## config.mk

```make
export PLATFORM = sky130hd
export DESIGN_NAME = div_iter
export DESIGN_NICKNAME = d
export VERILOG_FILES = /design/src/rtl/div_iter.sv
export SDC_FILE = /design/constraint.sdc
export NUM_CORES = 1
export LEC_CHECK = 0
export CAP_MARGIN = 20
export CELL_PAD_IN_SITES_DETAIL_PLACEMENT = 0
export CELL_PAD_IN_SITES_GLOBAL_PLACEMENT = 1
export CORE_UTILIZATION = 46
export CTS_CLUSTER_SIZE = 10
export DETAILED_ROUTE_END_ITERATION = 8
export PLACE_DENSITY_LB_ADDON = 0.1
export RECOVER_POWER = 50
export SLEW_MARGIN = 30
export SYNTH_ARGS = -nofsm -noshare
export SYNTH_HDL_FRONTEND = slang
export SYNTH_SLANG_ARGS = --single-unit
export TNS_END_PERCENT = 50
```

## constraint.sdc

```tcl
create_clock -name clk -period 32.7 [get_ports clk]
set_input_delay 4.905 -clock clk [delete_from_list [all_inputs] [get_ports clk]]
set_output_delay 4.905 -clock clk [all_outputs]
set_load 0.01 [all_outputs]
```

## src/rtl/div_iter.sv

```systemverilog
// div_iter: iterative radix-2 restoring divider for the M-extension execute stage.
// Serves DIV/DIVU/REM/REMU (64-bit) and DIVW/DIVUW/REMW/REMUW (word mode).
// Every request yields both a quotient and a remainder. Divide-by-zero and
// signed overflow skip the iteration loop entirely.
//
// Ports:
//   clk, rst              clock; asynchronous active-high reset
//   div_valid/div_ready   request handshake (div_ready high only in IDLE)
//   div_signed, div_word  operation type (signed / 32-bit word)
//   dividend, divisor     64-bit operands
//   flush                 pipeline kill; returns to IDLE and drops any result
//   out_valid/out_ready   result handshake (result held until taken)
//   quotient, remainder   registered 64-bit results
module div_iter (
    input  logic        clk,
    input  logic        rst,
    input  logic        div_valid,
    output logic        div_ready,
    input  logic        div_signed,
    input  logic        div_word,
    input  logic [63:0] dividend,
    input  logic [63:0] divisor,
    input  logic        flush,
    output logic        out_valid,
    input  logic        out_ready,
    output logic [63:0] quotient,
    output logic [63:0] remainder
);

    typedef enum logic [1:0] {
        ST_IDLE = 2'd0,
        ST_CALC = 2'd1,
        ST_FIX  = 2'd2,
        ST_DONE = 2'd3
    } state_t;

    function automatic logic [63:0] f_sext32(input logic [31:0] v);
        return {{32{v[31]}}, v};
    endfunction

    function automatic logic [63:0] f_neg(input logic [63:0] v);
        return (~v) + 64'd1;
    endfunction

    state_t      r_state;
    state_t      w_state_nxt;
    logic        r_div_ready;
    logic        r_out_valid;
    logic        w_div_ready_nxt;
    logic        w_out_valid_nxt;

    logic [63:0] r_rem;        // partial remainder
    logic [63:0] r_quo;        // dividend shift register, fills with quotient bits
    logic [63:0] r_dsr;        // divisor magnitude
    logic [6:0]  r_cnt;        // iterations still to run
    logic        r_neg_q;
    logic        r_neg_r;
    logic        r_word;
    logic [63:0] r_quotient;
    logic [63:0] r_remainder;

    // Operand conditioning, evaluated on the request inputs.
    logic [63:0] w_a_ext;
    logic [63:0] w_b_ext;
    logic        w_a_neg;
    logic        w_b_neg;
    logic [63:0] w_a_mag;
    logic [63:0] w_b_mag;
    logic [63:0] w_min_neg;
    logic        w_div_zero;
    logic        w_ovf;
    logic        w_accept;

    assign w_a_ext    = div_word ? (div_signed ? f_sext32(dividend[31:0]) : {32'd0, dividend[31:0]})
                                 : dividend;
    assign w_b_ext    = div_word ? (div_signed ? f_sext32(divisor[31:0]) : {32'd0, divisor[31:0]})
                                 : divisor;
    assign w_a_neg    = div_signed & w_a_ext[63];
    assign w_b_neg    = div_signed & w_b_ext[63];
    assign w_a_mag    = w_a_neg ? f_neg(w_a_ext) : w_a_ext;
    assign w_b_mag    = w_b_neg ? f_neg(w_b_ext) : w_b_ext;
    assign w_min_neg  = div_word ? 64'hFFFF_FFFF_8000_0000 : 64'h8000_0000_0000_0000;
    assign w_div_zero = (w_b_ext == 64'd0);
    assign w_ovf      = div_signed & (w_b_ext == 64'hFFFF_FFFF_FFFF_FFFF) & (w_a_ext == w_min_neg);
    assign w_accept   = (r_state == ST_IDLE) & div_valid & ~flush;

    // One restoring step: shift in the next dividend bit and trial-subtract.
    // The shifted value is 65 bits; the difference fits in 64 whenever it is kept.
    logic [64:0] w_shift;
    logic        w_fits;
    logic [63:0] w_diff;

    assign w_shift = {r_rem, r_quo[63]};
    assign w_fits  = (w_shift >= {1'b0, r_dsr});
    assign w_diff  = w_shift[63:0] - r_dsr;

    // Sign correction and word-mode extension applied in FIX.
    logic [63:0] w_q_fix;
    logic [63:0] w_r_fix;
    logic [63:0] w_q_fin;
    logic [63:0] w_r_fin;

    assign w_q_fix = r_neg_q ? f_neg(r_quo) : r_quo;
    assign w_r_fix = r_neg_r ? f_neg(r_rem) : r_rem;
    assign w_q_fin = r_word ? f_sext32(w_q_fix[31:0]) : w_q_fix;
    assign w_r_fin = r_word ? f_sext32(w_r_fix[31:0]) : w_r_fix;

    // State register and registered handshake outputs.
    always_ff @(posedge clk or posedge rst) begin
        if (rst) begin
            r_state     <= ST_IDLE;
            r_div_ready <= 1'b1;
            r_out_valid <= 1'b0;
        end else begin
            r_state     <= w_state_nxt;
            r_div_ready <= w_div_ready_nxt;
            r_out_valid <= w_out_valid_nxt;
        end
    end

    // Next-state logic; flush overrides every other transition.
    // CALC leaves on the registered zero count, so it lasts N+1 cycles and
    // the count compare stays off the subtract path.
    always_comb begin
        w_state_nxt = r_state;
        if (flush) begin
            w_state_nxt = ST_IDLE;
        end else begin
            case (r_state)
                ST_IDLE: begin
                    if (w_accept) begin
                        w_state_nxt = (w_div_zero | w_ovf) ? ST_FIX : ST_CALC;
                    end else begin
                        w_state_nxt = ST_IDLE;
                    end
                end
                ST_CALC: begin
                    if (r_cnt == 7'd0) begin
                        w_state_nxt = ST_FIX;
                    end else begin
                        w_state_nxt = ST_CALC;
                    end
                end
                ST_FIX:  w_state_nxt = ST_DONE;
                ST_DONE: begin
                    if (out_ready) begin
                        w_state_nxt = ST_IDLE;
                    end else begin
                        w_state_nxt = ST_DONE;
                    end
                end
                default: w_state_nxt = ST_IDLE;
            endcase
        end
    end

    // Handshake output decode from the next state, registered above.
    always_comb begin
        w_div_ready_nxt = 1'b0;
        w_out_valid_nxt = 1'b0;
        case (w_state_nxt)
            ST_IDLE: w_div_ready_nxt = 1'b1;
            ST_DONE: w_out_valid_nxt = 1'b1;
            default: begin
                w_div_ready_nxt = 1'b0;
                w_out_valid_nxt = 1'b0;
            end
        endcase
    end

    // Datapath: operand load, iteration, and result capture.
    // Special cases preload their final answers and pass through FIX with
    // sign correction disabled, so word-mode extension is shared.
    always_ff @(posedge clk or posedge rst) begin
        if (rst) begin
            r_rem       <= 64'd0;
            r_quo       <= 64'd0;
            r_dsr       <= 64'd0;
            r_cnt       <= 7'd0;
            r_neg_q     <= 1'b0;
            r_neg_r     <= 1'b0;
            r_word      <= 1'b0;
            r_quotient  <= 64'd0;
            r_remainder <= 64'd0;
        end else begin
            case (r_state)
                ST_IDLE: begin
                    if (w_accept) begin
                        r_word <= div_word;
                        r_dsr  <= w_b_mag;
                        if (w_div_zero) begin
                            r_quo   <= 64'hFFFF_FFFF_FFFF_FFFF;
                            r_rem   <= w_a_ext;
                            r_cnt   <= 7'd0;
                            r_neg_q <= 1'b0;
                            r_neg_r <= 1'b0;
                        end else if (w_ovf) begin
                            r_quo   <= w_a_ext;
                            r_rem   <= 64'd0;
                            r_cnt   <= 7'd0;
                            r_neg_q <= 1'b0;
                            r_neg_r <= 1'b0;
                        end else begin
                            // Word magnitudes sit in the top half so 32 shifts finish.
                            r_quo   <= div_word ? {w_a_mag[31:0], 32'd0} : w_a_mag;
                            r_rem   <= 64'd0;
                            r_cnt   <= div_word ? 7'd32 : 7'd64;
                            r_neg_q <= w_a_neg ^ w_b_neg;
                            r_neg_r <= w_a_neg;
                        end
                    end
                end
                ST_CALC: begin
                    if (!flush && (r_cnt != 7'd0)) begin
                        r_rem <= w_fits ? w_diff : w_shift[63:0];
                        r_quo <= {r_quo[62:0], w_fits};
                        r_cnt <= r_cnt - 7'd1;
                    end
                end
                ST_FIX: begin
                    if (!flush) begin
                        r_quotient  <= w_q_fin;
                        r_remainder <= w_r_fin;
                    end
                end
                default: begin
                end
            endcase
        end
    end

    assign div_ready = r_div_ready;
    assign out_valid = r_out_valid;
    assign quotient  = r_quotient;
    assign remainder = r_remainder;

endmodule

```

# [After elaboration in Yosys (flattened, before gate mapping)]
# Index checks and enable logic that the tools add are counted.
[word_totals] reg_bits=334 in_bits=135 output_inout_bits=130 elab_cells=91
[op_classes] eq_ne=8 reduce_logical=11 add_sub_neg=6 mux=40 bitwise=13 n_lt_le_gt_ge=1
[ops] cell="$mux 64" n=19
[ops] cell="$add 64x1->64 const B" n=4
[ops] cell="$not 64->64" n=4
[ops] cell="$pmux 64 s2" n=2
[ops] cell="$ge 65x64->1" n=1
[ops] cell="$eq 64x64->1" n=1
[ops] cell="$eq 64x64->1 const B" n=1
[ops] cell="$logic_not 64->1" n=1
[ops] cell="$sub 64x64->64" n=1
[ops] cell="$mux 63" n=1
[ops] cell="$mux 7" n=5
[ops] cell="$pmux 7 s2" n=1
[ops] cell="$mux 2" n=5
[ops] cell="$pmux 2 s4" n=1
[ops] cell="$logic_not 7->1" n=1
[ops] cell="$reduce_bool 7->1" n=1
[ops] cell="$sub 7x1->7 const B" n=1
[ops] cell="$and 1x1->1" n=6
[ops] cell="$eq 2x2->1 const B" n=3
[ops] cell="$mux 1" n=6
[ops] cell="$logic_not 2->1" n=2
[ops] cell="$ne 2x2->1 const B" n=2
[ops] cell="$reduce_and 2->1" n=2
[ops] cell="$reduce_and 3->1" n=1
[ops] cell="7 further kinds" n=7

# [Longest topological paths before layout]
# Gate-level depths: netlist of the first run.
[logic_depth] word_depth=12 depth_mapped=16 depth_no_buf=15

# [Worst setup path before layout of the first run]
# No wires, ideal clock.
[synth_path] kind="input to register" startpoint="input dividend[12]" endpoint="register r_quo[52]" required_ns=32.574 arrival_ns=7.988 cell_stages=11 slack_ns=24.585 cell_sequence="or4_1 or4_1 nor3_1 nand4_1 or4b_2 nor2_1 nor2_1 xor2_1 o21ai_0 nor2b_1 o21ai_0"
[synth_via] elab_chain_cells=10 elab_cells_between_ends=12 cone_classes="add/sub: 1; eq/ne: 1; mux: 8; bitwise: 2"
[synth_lines] item="from (decl)" line="21" text="input logic [63:0] dividend,"
[synth_lines] item="$mux 64" line="74" text="assign w_a_ext = div_word ? (div_signed ? f_sext32(dividend[31:0]) : {32'd0, dividend[31:0]})"
[synth_lines] item="$mux 64 (*)" line="74"
[synth_lines] item="$not 64->64" line="42" text="return (~v) + 64'd1;"
[synth_lines] item="$add 64x1->64" line="42"
[synth_lines] item="$mux 64" line="80" text="assign w_a_mag = w_a_neg ? f_neg(w_a_ext) : w_a_ext;"
[synth_lines] item="$mux 64" line="205" text="r_quo <= div_word ? {w_a_mag[31:0], 32'd0} : w_a_mag;"
[synth_lines] item="$mux 64 (*)" line="197" text="end else if (w_ovf) begin"
[synth_lines] item="$mux 64 (*)" line="191" text="if (w_div_zero) begin"
[synth_lines] item="$mux 64 (*)" line="188" text="if (w_accept) begin"
[synth_lines] item="$pmux 64 s2 (*)" line="186" text="case (r_state)"
[synth_lines] item="to (signal assigned)" line="198" text="r_quo <= w_a_ext;"
[synth_lines] item="to (signal assigned)" line="205"
[synth_lines] item="to (signal assigned)" line="216" text="r_quo <= {r_quo[62:0], w_fits};"
[synth_lines] item="to (decl)" line="53" text="logic [63:0] r_quo;"
# Mark *: on every way between the ends. The rest lies on a longest branch, timed or not. The select of a mux whose other input is x is not followed.
# A chain may end at the register's enable or synchronous reset.

==> metrics.md, run 1 <==
| Metric | Value |
|---|---|
| Count leader, synth | o21ai_0 |
| Fillers | 5107 |
| Worst-path clk slew | 0.06 ns |
| First-pass GRT wire length | 138000 µm |
| Post-CTS Resized | 0 |
| Area share of the largest cell type after synthesis | 33.5% |
| Starting Density | 46.9% |
| Max clock buf depth | 3 |
| Register-to-Register Path Depth | 13 |
| Worst setup path endpoint | r_rem[59]$_DFFE_PP0P_ |
| Die H | 234 µm |
| Vias in the first global route | 23100 |
| Worst Hold Class | reg2reg |
| Num CTS Buffers | 41 |
| # nets final | 3545 |
| CTS tree | done |
| Peak supply drop | 0.0000752 V |
| Clock sink count | 334 |
| DR iter-0 viols | 2338 |
| Cell taking the most area after synthesis | dfrtp_1 |
| Wire per inst | 22.5 µm |
| Seq/Total Area, Yosys | 33.6% |
| Worst-Margin Slew | 5.18 ns |
| Primary FF master, synth | dfrtp_1 |
| Via/cell ratio | 6.09 |
| MaxCap Viol Count | 5 |
| # port buffers | 264 |
| CP max-delay cell | clkbuf_1 |
| Fin crit period | 11.79 ns |
| R2R Setup Slk | 27.24 ns |
| Syn nets | 3426 |
| Total Routing Usage GR | 32.7% |
| Detailed Route WL | 91300 µm |
| Power density over cell area | 100 nW/µm² |
| Io pins | 265 |
| CP top delay family | buffers and inverters |
| Gp weighted congestion | 0.957 |
| Register bit total from synthesis | 334 |
| Post-CTS Setup Bufs | 0 |
| YS warnings | 0 |
| Library cells used by synthesis | 72 |
| WP depth | 3 |
| Util after Layout | 54.8% |
| Unrepaired setup endpoints after global routing | no |
| Worst setup EP type | async pin |
| Grt total ovfl | 0 |
| Hold path startpoint | quotient[51]$_DFFE_PP0P_ |
| Startpoint types | input port |
| Final ANT Viol Nets | 0 |
| Synthesized cell area | 24800 µm² |
| Commonest cells post-synth | o21ai_0 (454), nand2_1 (431), dfrtp_1 (333) |
| Max H-tree Level | 2 |
| Pin count of the biggest net entering global routing | 116 |
| Worst EP arrival | 11.51 ns |
| Worst-skew pair later-pin latency | 0.57 ns |
| Final Non-Filler Cells | 4051 |
| Top cells by area, synth | dfrtp_1 (34%), o21ai_0 (9.1%), nand2_1 (6.5%), a21oi_1 (5.8%), xor2_1 (5.3%) |
| Fin Setup TNS | 0 ns |
| Drt pass-1 iters | 6 |
| Reg-to-Reg End | r_rem[14]$_DFFE_PP0P_ |
| CP Max Fanout | 113 |
| Worst Path Required | 32.42 ns |
| Reg2reg start | r_rem[3]$_DFFE_PP0P_ |
| Fin. Hold Viols | 0 |
| Setup violations, final | 0 |
| Row count | 84 |
| Initial antenna violation count | 5 |
| Proportion of layout cells with a drive suffix above 1 | 4.11% |
| Hold slack | 0.462 ns |
| Sequence of cells on the critical path | dlygate4sd3_1 > clkinvlp_2 > clkbuf_1 |
| Ys async rst share | 100% |
| Status | finished with violations |
| CTS root buffer | clkbuf_16 |
| Syn_area_per_cell | 7.72 µm² |
| Max-slew violation count | 355 |
| EDFF count, synth | 0 |
| Tcrit/Tclk final | 36.0% |
| Die area | 54900 µm² |
| Gate Count Post-Synth | 3220 |
| Violated checks | capacitance limit, slew limit |
| Inst Count DP | 3984 |
| Highest Clock Rate | 84.8 MHz |
| CP peak stage delay | 3.01 ns |
| Leakage power | 12.1 nW |
| # DRC | 0 |
| CP Class | in2async |
| Rel. slew slack | -247% |
| HPWL after detailed placement | 70000 µm |
| Cts-stage hold buffer count | 0 |
| Chip width | 234 µm |
| P&R area growth vs syn | 16.8% |
| WP buf/inv | 3 |
| Post-route clock skew | 0.0186 ns |
| Vias post-DR | 24700 |
| CP startpoint | rst |
| Core ar. | 53000 µm² |
-- where the power goes --
part	internal (W)	total [W]	switching (W)
clock network	0.000244	0.000421	0.000177
logic	0.000687	0.00169	0.000998
registers	0.000589	0.000805	0.000216
-- area by class of cell --
| type | count | area, µm² | area share (%) |
|---|---|---|---|
| Clock buffer | 57 | 1160 | 3.99 |
| Multi-Input combinational cell | 2542 | 15300 | 52.6 |
| Sequential cell | 334 | 8360 | 28.8 |
| Antenna cell | 5 | 12.5 | 0.0431 |
| Inverter | 126 | 474 | 1.63 |
| Tap cell | 688 | 861 | 2.97 |
| Timing Repair Buffer | 294 | 2850 | 9.83 |
| Clock inverter | 5 | 31.3 | 0.108 |
-- per-layer routing --
metal	up-vias	track usage, %	wire length, µm
met4	2	15.9	4520
met1	11700	44.8	40100
met2	1012	50.2	40500
met5	-	0	15
li1	11700	-	-
met3	198	5.07	6140
-- worst register-to-register path: stages, from the launching register on --
cell	delay, ns
dfrtp_1	0.50
ha_1	0.43
nand3_1	0.14
o21bai_1	0.25
nand2_1	0.21
a22oi_1	0.14
a31o_2	0.28
a2111oi_1	0.64
o2111ai_1	0.47
a41oi_4	0.68
buf_4	0.80
mux2i_1	0.52
o21ai_0	0.14
o21a_1	0.14
-- metrics by stage --
| step | instance area (µm²) | total power (W) | worst slack, ns |
|---|---|---|---|
| 2_1_floorplan | 24800 | 0.00189 | 18.54 |
| 3_3_place_gp | 27800 | 0.00246 | 22.83 |
| 3_5_place_dp | 27800 | 0.00248 | 23.10 |
| 4_1_cts | 29000 | 0.00291 | 23.68 |
| 5_1_grt | 29000 | 0.00312 | 19.57 |
| 6_report | 29000 | 0.00291 | 20.91 |
-- layout by cell type (no fill, tap or decap), types with 9 or more instances in the layout --
cell type / count
clkdlybuf4s50_1: 163
o21a_1: 12
o21bai_1: 14
o22a_1: 11
clkbuf_16: 43
a211oi_1: 18
or3_1: 40
nand2_1: 430
o31ai_1: 63
nor4_1: 43
dfrtp_1: 332
nor3_1: 57
xor2_1: 149
nand2b_1: 25
or4_1: 33
mux2i_1: 27
clkbuf_1: 16
nor2_1: 245
buf_4: 24
nand3_1: 33
a21o_1: 37
nor2b_1: 18
or2_2: 13
o21ai_0: 455
and3_1: 13
a21boi_0: 9
ha_1: 70
xnor2_1: 140
mux2_2: 18
o22ai_1: 21
o211ai_1: 30
nand4_1: 43
o41ai_1: 27
dlygate4sd3_1: 100
a21oi_1: 287
inv_1: 124
a31oi_1: 34
-- worst min path at each step --
| stage | end | slack [ns] | cells after the start |
|---|---|---|---|
| after floorplan | r_dsr[10]$_DFFE_PP0P_ | 0.45 | 2 |
| after global placement | quotient[51]$_DFFE_PP0P_ | 0.45 | 2 |
| after detailed placement | quotient[52]$_DFFE_PP0P_ | 0.46 | 2 |
| after CTS | quotient[52]$_DFFE_PP0P_ | 0.48 | 2 |
| after global routing | quotient[37]$_DFFE_PP0P_ | 0.48 | 1 |
| final | quotient[51]$_DFFE_PP0P_ | 0.46 | 2 |
-- logic make-up (layout without fill, tap and decap cells) --
kind of cell / Yosys count / in the layout / share of synthesized area, %
other cells: 0 / 5 / 0
simple gates: 1043 / 1043 / 19.5
buf+inv: 344 / 482 / 5.20
mux: 45 / 45 / 1.90
xor+xnor: 289 / 289 / 10.2
compound gates: 1094 / 1094 / 26.0
fa+ha+maj: 71 / 71 / 3.61
flops: 334 / 334 / 33.6
-- sequential cells by signal (all words and copies together) (netlist names) --
name / count
div_ready: 1
out_valid: 1
quotient: 64
r_cnt: 7
r_dsr: 64
r_neg_q: 1
r_neg_r: 1
r_quo: 64
r_rem: 64
r_state: 2
r_word: 1
remainder: 64
Power figures use the tool's default switching activity.
==> run 2, diff against run 1 <==
--- a/config.mk
+++ b/config.mk
@@ -8,7 +8,7 @@
 export CAP_MARGIN = 20
 export CELL_PAD_IN_SITES_DETAIL_PLACEMENT = 0
 export CELL_PAD_IN_SITES_GLOBAL_PLACEMENT = 1
-export CORE_UTILIZATION = 46
+export CORE_UTILIZATION = 43
 export CTS_CLUSTER_SIZE = 10
 export DETAILED_ROUTE_END_ITERATION = 8
 export PLACE_DENSITY_LB_ADDON = 0.1
==> constraint.sdc (replaced) <==
create_clock -name clk -period 11.4 [get_ports clk]
set_input_delay 1.71 -clock clk [delete_from_list [all_inputs] [get_ports clk]]
set_output_delay 1.71 -clock clk [all_outputs]
set_load 0.01 [all_outputs]
==> run 2 against run 1 <==
Compared with the run above:
- the flow still finishes with violations (capacitance limit, slew limit)
- hold slack better by 0.0035 ns
- first-iteration DRC count is 7.7% lower
- flip-flop and latch count stayed put
- register-to-register slack worse by 21 ns
- sequential share of layout area is 0.17 points lower
- core utilization is 3.3 points lower
- critical path type is now in2reg
- largest cell class unchanged
- largest power group unchanged
==> metrics.md, run 2 (synthesis gave the netlist of run 1 again) <==
| Metric | Value |
|---|---|
| CP peak stage delay | 0.76 ns (-2.25 ns) |
| # port buffers | 264 (unchanged) |
| Row count | 87 (+3.6%) |
| Post-CTS Resized | 0 (unchanged) |
| DP Worst Slack | 5.32 ns (-17.77 ns) |
| Max H-tree Level | 2 (unchanged) |
| # nets final | 3547 (+0.056%) |
| Initial antenna violation count | 4 (-1) |
| Tcrit/Tclk final | 48.8% |
| Wire per inst | 22.6 µm (+0.36%) |
| Violated checks | capacitance limit, slew limit |
| Pin count of the biggest net entering global routing | 164 (+41%) |
| Detailed Route WL | 93300 µm (+2.2%) |
| CTS tree | done |
| Post-CTS Setup Bufs | 0 (unchanged) |
| Total Routing Usage GR | 31.2% (-1.6 points) |
| Worst setup EP type | register |
| Post-route clock skew | 0.0152 ns (-0.00342 ns) |
| Fin crit period | 5.57 ns |
| Worst-path clk slew | 0.05 ns (about the same) |
| Power density over cell area | 287 nW/µm² (+190%) |
| Io pins | 265 (unchanged) |
| Via/cell ratio | 5.98 (-1.8%) |
| Inst Count DP | 4053 (+1.7%) |
| Core ar. | 56700 µm² (+7.1%) |
| First-pass GRT wire length | 143000 µm (+3.7%) |
| PnR worst setup slack | 5.83 ns (-15.08 ns) |
| CTS root buffer | clkbuf_16 |
| Max clock buf depth | 3 (unchanged) |
| Final ANT Viol Nets | 0 (unchanged) |
| R2R Setup Slk | 6.01 ns (-21.23 ns) |
| Commonest non-fill, non-tap cell in the layout | o21ai_0 |
| Cts-stage hold buffer count | 0 (unchanged) |
| Hold Crit Endpoint | quotient[34]$_DFFE_PP0P_ |
| Clock sink count | 334 (unchanged) |
| Final Non-Filler Cells | 4124 (+1.8%) |
| Gp weighted congestion | 1.02 (+6.7%) |
| Fin Setup TNS | 0 ns (unchanged) |
| Rel. slew slack | -218% (+29 points) |
| Worst-Margin Slew | 4.78 ns (-0.406 ns) |
| Die H | 242 µm (+3.4%) |
| CP top delay family | simple AND/OR/NAND/NOR gates |
| Status | finished with violations |
| Startpoint types | input port |
| Register-to-Register Path Depth | 13 (unchanged) |
| Fin. Hold Viols | 0 (unchanged) |
| Setup violations, final | 0 (unchanged) |
| CP max-delay cell | nand2_1 |
| Chip width | 242 µm (+3.4%) |
| Worst hold stages | 2 (unchanged) |
| # DRC | 0 (unchanged) |
| Worst-skew pair later-pin latency | 0.57 ns (about the same) |
| Reg2reg start | r_rem[10]$_DFFE_PP0P_ |
| Cell mode on critical path | nand2b_1 |
| Sequence of cells on the critical path | clkdlybuf4s50_1 > inv_1 > ha_1 > nand2b_1 > or3_1 > nand2b_1 > nor3_1 > nand3b_1 > nor4_2 > buf_4 > nor2_1 > nand2_1 > a211oi_1 > o2bb2ai_1 > a21oi_1 |
| Highest Clock Rate | 180 MHz |
| P&R area growth vs syn | 17.5% |
| Worst EP arrival | 5.96 ns (-5.55 ns) |
| Commonest non-fill, non-tap cells in the layout | o21ai_0 (454), nand2_1 (429), dfrtp_1 (332) |
| Drt pass-1 iters | 6 (unchanged) |
| Vias in the first global route | 23500 (+1.8%) |
| Grt total ovfl | 0 (unchanged) |
| Worst Hold Class | reg2reg |
| HPWL after detailed placement | 71700 µm (+2.5%) |
| Vias post-DR | 24700 (-0.041%) |
| WP buf/inv | 3 (unchanged) |
| Starting Density | 43.8% (-3.1 points) |
| Leakage power | 12.1 nW (+0.68%) |
| Num CTS Buffers | 41 (unchanged) |
| Max-slew violation count | 215 (-39%) |
| DR iter-0 viols | 2157 (-7.7%) |
| CP Max Fanout | 27 (-76%) |
| MaxCap Viol Count | 3 (-2) |
| CP Class | in2reg |
| Worst Path Required | 11.80 ns (-20.62 ns) |
| Proportion of layout cells with a drive suffix above 1 | 4.25% (+0.14 points) |
| Unrepaired setup endpoints after global routing | no |
| Hold path startpoint | quotient[34]$_DFFE_PP0P_ |
| Peak supply drop | 0.000163 V (+120%) |
| Die area | 58700 µm² (+6.9%) |
| Reg-to-Reg End | r_rem[14]$_DFFE_PP0P_ |
==> run 2: cell count changes in the layout (fill, tap and decap cells not counted), moves of 2 or more <==
cell | previous run | this run
clkinv_2 | 3 | 0
buf_4 | 24 | 26
clkdlybuf4s50_1 | 163 | 143
dlygate4sd3_1 | 100 | 120
clkbuf_8 | 3 | 5
==> run 2: worst min-delay path: cells and delay by family (launching register included) <==
family	cells	cell delay, ns
flops	1	0.33
compound gates	1	0.05
simple gates	1	0.04
==> run 2: worst max path at each step <==
stage                       from               endpoint  slack (ns)  cells after the start
CTS                 dividend[12]  r_quo[60]$_DFFE_PP0P_        5.92                     12
floorplan                    rst    out_valid$_DFF_PP0_        0.44                      1
global route                 rst  r_rem[43]$_DFFE_PP0P_        5.45                      2
global placement     divisor[12]  r_rem[59]$_DFFE_PP0P_        5.27                     11
detailed placement  dividend[12]  r_quo[60]$_DFFE_PP0P_        5.32                     12
finish                divisor[1]  r_quo[56]$_DFFE_PP0P_        5.83                     15
==> run 2: where the power goes <==
| group | switching, W | internal, W | leakage (nW) |
|---|---|---|---|
| clock | 0.000517 | 0.000715 | 0.586 |
| sequential | 0.000613 | 0.00169 | 4.22 |
| combinational | 0.00288 | 0.00196 | 7.34 |
==> run 2: through the flow <==
step | power [W] | cell area (µm²) | utilization (%) | hold slack (ns)
finish | 0.00838 | 29200 | 51.5 | 0.466
global route | 0.00898 | 29200 | 51.5 | 0.492
CTS | 0.00841 | 29200 | 51.4 | 0.481
floorplan | 0.00541 | 24800 | - | 0.450
detailed placement | 0.00715 | 27900 | 49.3 | 0.467
global placement | 0.00710 | 27900 | 49.2 | 0.454
==> run 2: layout make-up <==
class | count | area (µm²)
Clock inverter | 3 | 23.8
Timing Repair Buffer | 296 | 2920
Sequential cell | 334 | 8360
Fill cell | 5631 | 27500
Multi-Input combinational cell | 2542 | 15300
Clock buffer | 61 | 1190
Inverter | 126 | 474
Tap cell | 756 | 946
Antenna cell | 6 | 15.0
==> run 2: per-layer routing <==
layer	vias up	global-route usage [%]	share of wire, %
li1	11700	-	-
met1	11800	43.1	45
met2	928	49.0	45
met3	178	3.86	6.1
met4	0	13.3	4.3
met5	-	0	0
==> run 3, diff against run 2 <==
--- a/config.mk
+++ b/config.mk
@@ -8,7 +8,7 @@
 export CAP_MARGIN = 20
 export CELL_PAD_IN_SITES_DETAIL_PLACEMENT = 0
 export CELL_PAD_IN_SITES_GLOBAL_PLACEMENT = 1
-export CORE_UTILIZATION = 43
+export CORE_UTILIZATION = 39
 export CTS_CLUSTER_SIZE = 10
 export DETAILED_ROUTE_END_ITERATION = 8
 export PLACE_DENSITY_LB_ADDON = 0.1
==> constraint.sdc (replaced) <==
create_clock -name clk -period 4.9 [get_ports clk]
set_input_delay 0.735 -clock clk [delete_from_list [all_inputs] [get_ports clk]]
set_output_delay 0.735 -clock clk [all_outputs]
set_load 0.01 [all_outputs]
==> run 3 against run 2 <==
Compared with the run above:
- the run still ends with capacitance limit, slew limit left
- cell count rose by 4.0%
- critical path depth fell by 1
- final area rose by 2.4%
- critical path type is now reg2reg
- largest cell class unchanged
- highest routed layer unchanged
==> metrics.md, run 3 (synthesis gave the netlist of run 1 again) <==
| Metric | Value |
|---|---|
| Worst setup EP type | register |
| Inst Count DP | 4211 (+3.9%) |
| Proportion of layout cells with a drive suffix above 1 | 6.05% (+1.8 points) |
| Tcrit/Tclk final | 92.4% |
| Violated checks | capacitance limit, slew limit |
| CTS root buffer | clkbuf_16 |
| Worst Path Required | 5.41 ns (-6.39 ns) |
| Wire per inst | 22.6 µm (about the same) |
| Die H | 254 µm (+5.0%) |
| Fin. Hold Viols | 0 (unchanged) |
| Max-slew violation count | 257 (+20%) |
| Metal2 WL | 44500 µm (+6.1%) |
| Final Non-Filler Cells | 4287 (+4.0%) |
| Starting Density | 39.5% (-4.4 points) |
| Drt pass-1 iters | 5 (-1) |
| Num CTS Buffers | 43 (+4.9%) |
| Hold path startpoint | quotient[51]$_DFFE_PP0P_ |
| Vias in the first global route | 23700 (+0.54%) |
| Worst-skew pair later-pin latency | 0.58 ns (about the same) |
| Reg2reg start | r_rem[6]$_DFFE_PP0P_ |
| Rel. slew slack | -91.9% (+130 points) |
| Commonest non-fill, non-tap cell in the layout | o21ai_0 |
| Fillers | 6279 (+12%) |
| Fin Setup TNS | 0 ns (unchanged) |
| CP Max Fanout | 8 (-70%) |
| Cts-stage hold buffer count | 0 (unchanged) |
| DR iter-0 viols | 1671 (-23%) |
| Final ANT Viol Nets | 0 (unchanged) |
| CP startpoint | r_rem[6]$_DFFE_PP0P_ |
| CP Class | reg2reg |
| MaxCap Viol Count | 3 (unchanged) |
| Max clock buf depth | 3 (unchanged) |
| Unrepaired setup endpoints after global routing | no |
| # port buffers | 264 (unchanged) |
| Chip width | 254 µm (+5.0%) |
| Reg-to-Reg End | r_rem[62]$_DFFE_PP0P_ |
| Startpoint types | register |
| Initial antenna violation count | 1 (-3) |
| Grt total ovfl | 0 (unchanged) |
| Worst-Margin Slew | 2.88 ns (-1.90 ns) |
| Commonest non-fill, non-tap cells in the layout | o21ai_0 (454), nand2_1 (430), dfrtp_1 (332) |
| Status | finished with violations |
| CTS tree | done |
| Leakage power | 12.4 nW (+2.1%) |
| Clock sink count | 334 (unchanged) |
| Worst Hold Class | reg2reg |
| Post-CTS Setup Bufs | 0 (unchanged) |
| Post-route clock skew | 0.0239 ns (+0.00872 ns) |
| Worst setup path endpoint | r_rem[62]$_DFFE_PP0P_ |
| Fin crit period | 4.53 ns |
| Max H-tree Level | 2 (unchanged) |
| Worst hold stages | 2 (unchanged) |
| # nets final | 3617 (+2.0%) |
| R2R Setup Slk | 0.37 ns (-5.64 ns) |
| Register-to-Register Path Depth | 14 (+1) |
| Vias post-DR | 24700 (+0.28%) |
| Highest Clock Rate | 221 MHz |
| Met3 wire len | 4850 µm (-14%) |
| Gp weighted congestion | 0.960 (-6.0%) |
| P&R area growth vs syn | 20.4% |
| # DRC | 0 (unchanged) |
| HPWL after detailed placement | 76400 µm (+6.6%) |
| Via/cell ratio | 5.77 (-3.5%) |
| Detailed Route WL | 97000 µm (+4.0%) |
| Post-CTS Resized | 0 (unchanged) |
| Worst-path clk slew | 0.06 ns (about the same) |
| Pin count of the biggest net entering global routing | 152 (-7.3%) |
| Core ar. | 63000 µm² (+11%) |
| First-pass GRT wire length | 147000 µm (+2.4%) |
| Power density over cell area | 675 nW/µm² (+140%) |
| M1 WL | 43900 µm (+5.3%) |
| Setup violations, final | 0 (unchanged) |
| Io pins | 265 (unchanged) |
| Worst EP arrival | 5.04 ns (-0.92 ns) |
| Row count | 92 (+5.7%) |
| Total Routing Usage GR | 29.7% (-1.5 points) |
| Peak supply drop | 0.000257 V (+58%) |
| Top Layer Used | met4 |
| Die area | 64700 µm² (+10%) |
-- run 3: cell types whose count changed in the layout (fill, tap and decap cells not counted), moves of 2 or more --
cell / previous run / this run
clkdlybuf4s50_1: 143 / 205
dlygate4sd3_1: 120 / 58
buf_4: 26 / 85
clkbuf_1: 15 / 23
buf_12: 1 / 5
diode_2: 6 / 2
buf_6: 3 / 0
clkinv_2: 0 / 3
bufinv_16: 0 / 2
clkinvlp_4: 2 / 0
nor4_1: 43 / 45
nor4_2: 3 / 1
-- run 3: per-layer routing --
layer  track usage (%)  vias to the layer above
met5                 0                        -
met4              10.8                        0
met3              2.88                      137
met2              48.1                      793
met1              41.0                    11900
li1                  -                    11900
-- run 3: report_power, final --
group	switching (W)	internal (W)	leakage (nW)
Combinational	0.00686	0.00497	7.53
Sequential	0.00135	0.00393	4.22
Clock	0.00124	0.00183	0.653
-- run 3: worst min-delay path by stage --
stage                          endpoint  slack (ns)
6_report       quotient[51]$_DFFE_PP0P_        0.46
5_1_grt        quotient[37]$_DFFE_PP0P_        0.49
4_1_cts        quotient[51]$_DFFE_PP0P_        0.47
3_3_place_gp   quotient[51]$_DFFE_PP0P_        0.45
2_1_floorplan     r_dsr[10]$_DFFE_PP0P_        0.45
3_5_place_dp   quotient[51]$_DFFE_PP0P_        0.46
-- run 3: worst max-delay path, stage by stage (launching register included) --
cell and delay, ns:
dfrtp_1 0.48, ha_1 0.42, nand3_1 0.21, nor3_1 0.44, o21ai_0 0.30, buf_4 0.23, a311oi_1 0.50, a211oi_1 0.16
buf_4 0.18, a31o_2 0.23, o21ai_0 0.36, nor4b_1 0.13, or3_1 0.37, a31oi_1 0.29, o22a_1 0.17
-- run 3: cell type report --
class                   instances  area, µm²  area share [%]
diodes                          2       5.00          0.0167
repair buffers                364       3420            11.5
well taps                     846       1060            3.54
inverters                     126        474            1.59
multi-input cells            2542      15200            51.0
clock buffers                  65       1230            4.11
clock inverters                 8        109           0.364
flip-flops and latches        334       8360            28.0
-- run 3: per-stage QoR --
stage	setup slack [ns]	hold WS (ns)	util, %	power [W]	instance area, µm²
floorplan	-0.297	0.450	-	0.0126	24800
global placement	0.341	0.451	45.5	0.0170	28600
detailed placement	0.245	0.457	45.5	0.0171	28600
CTS	0.338	0.469	47.6	0.0203	30000
global route	0.0768	0.489	47.5	0.0217	29900
finish	0.373	0.458	47.5	0.0202	29900
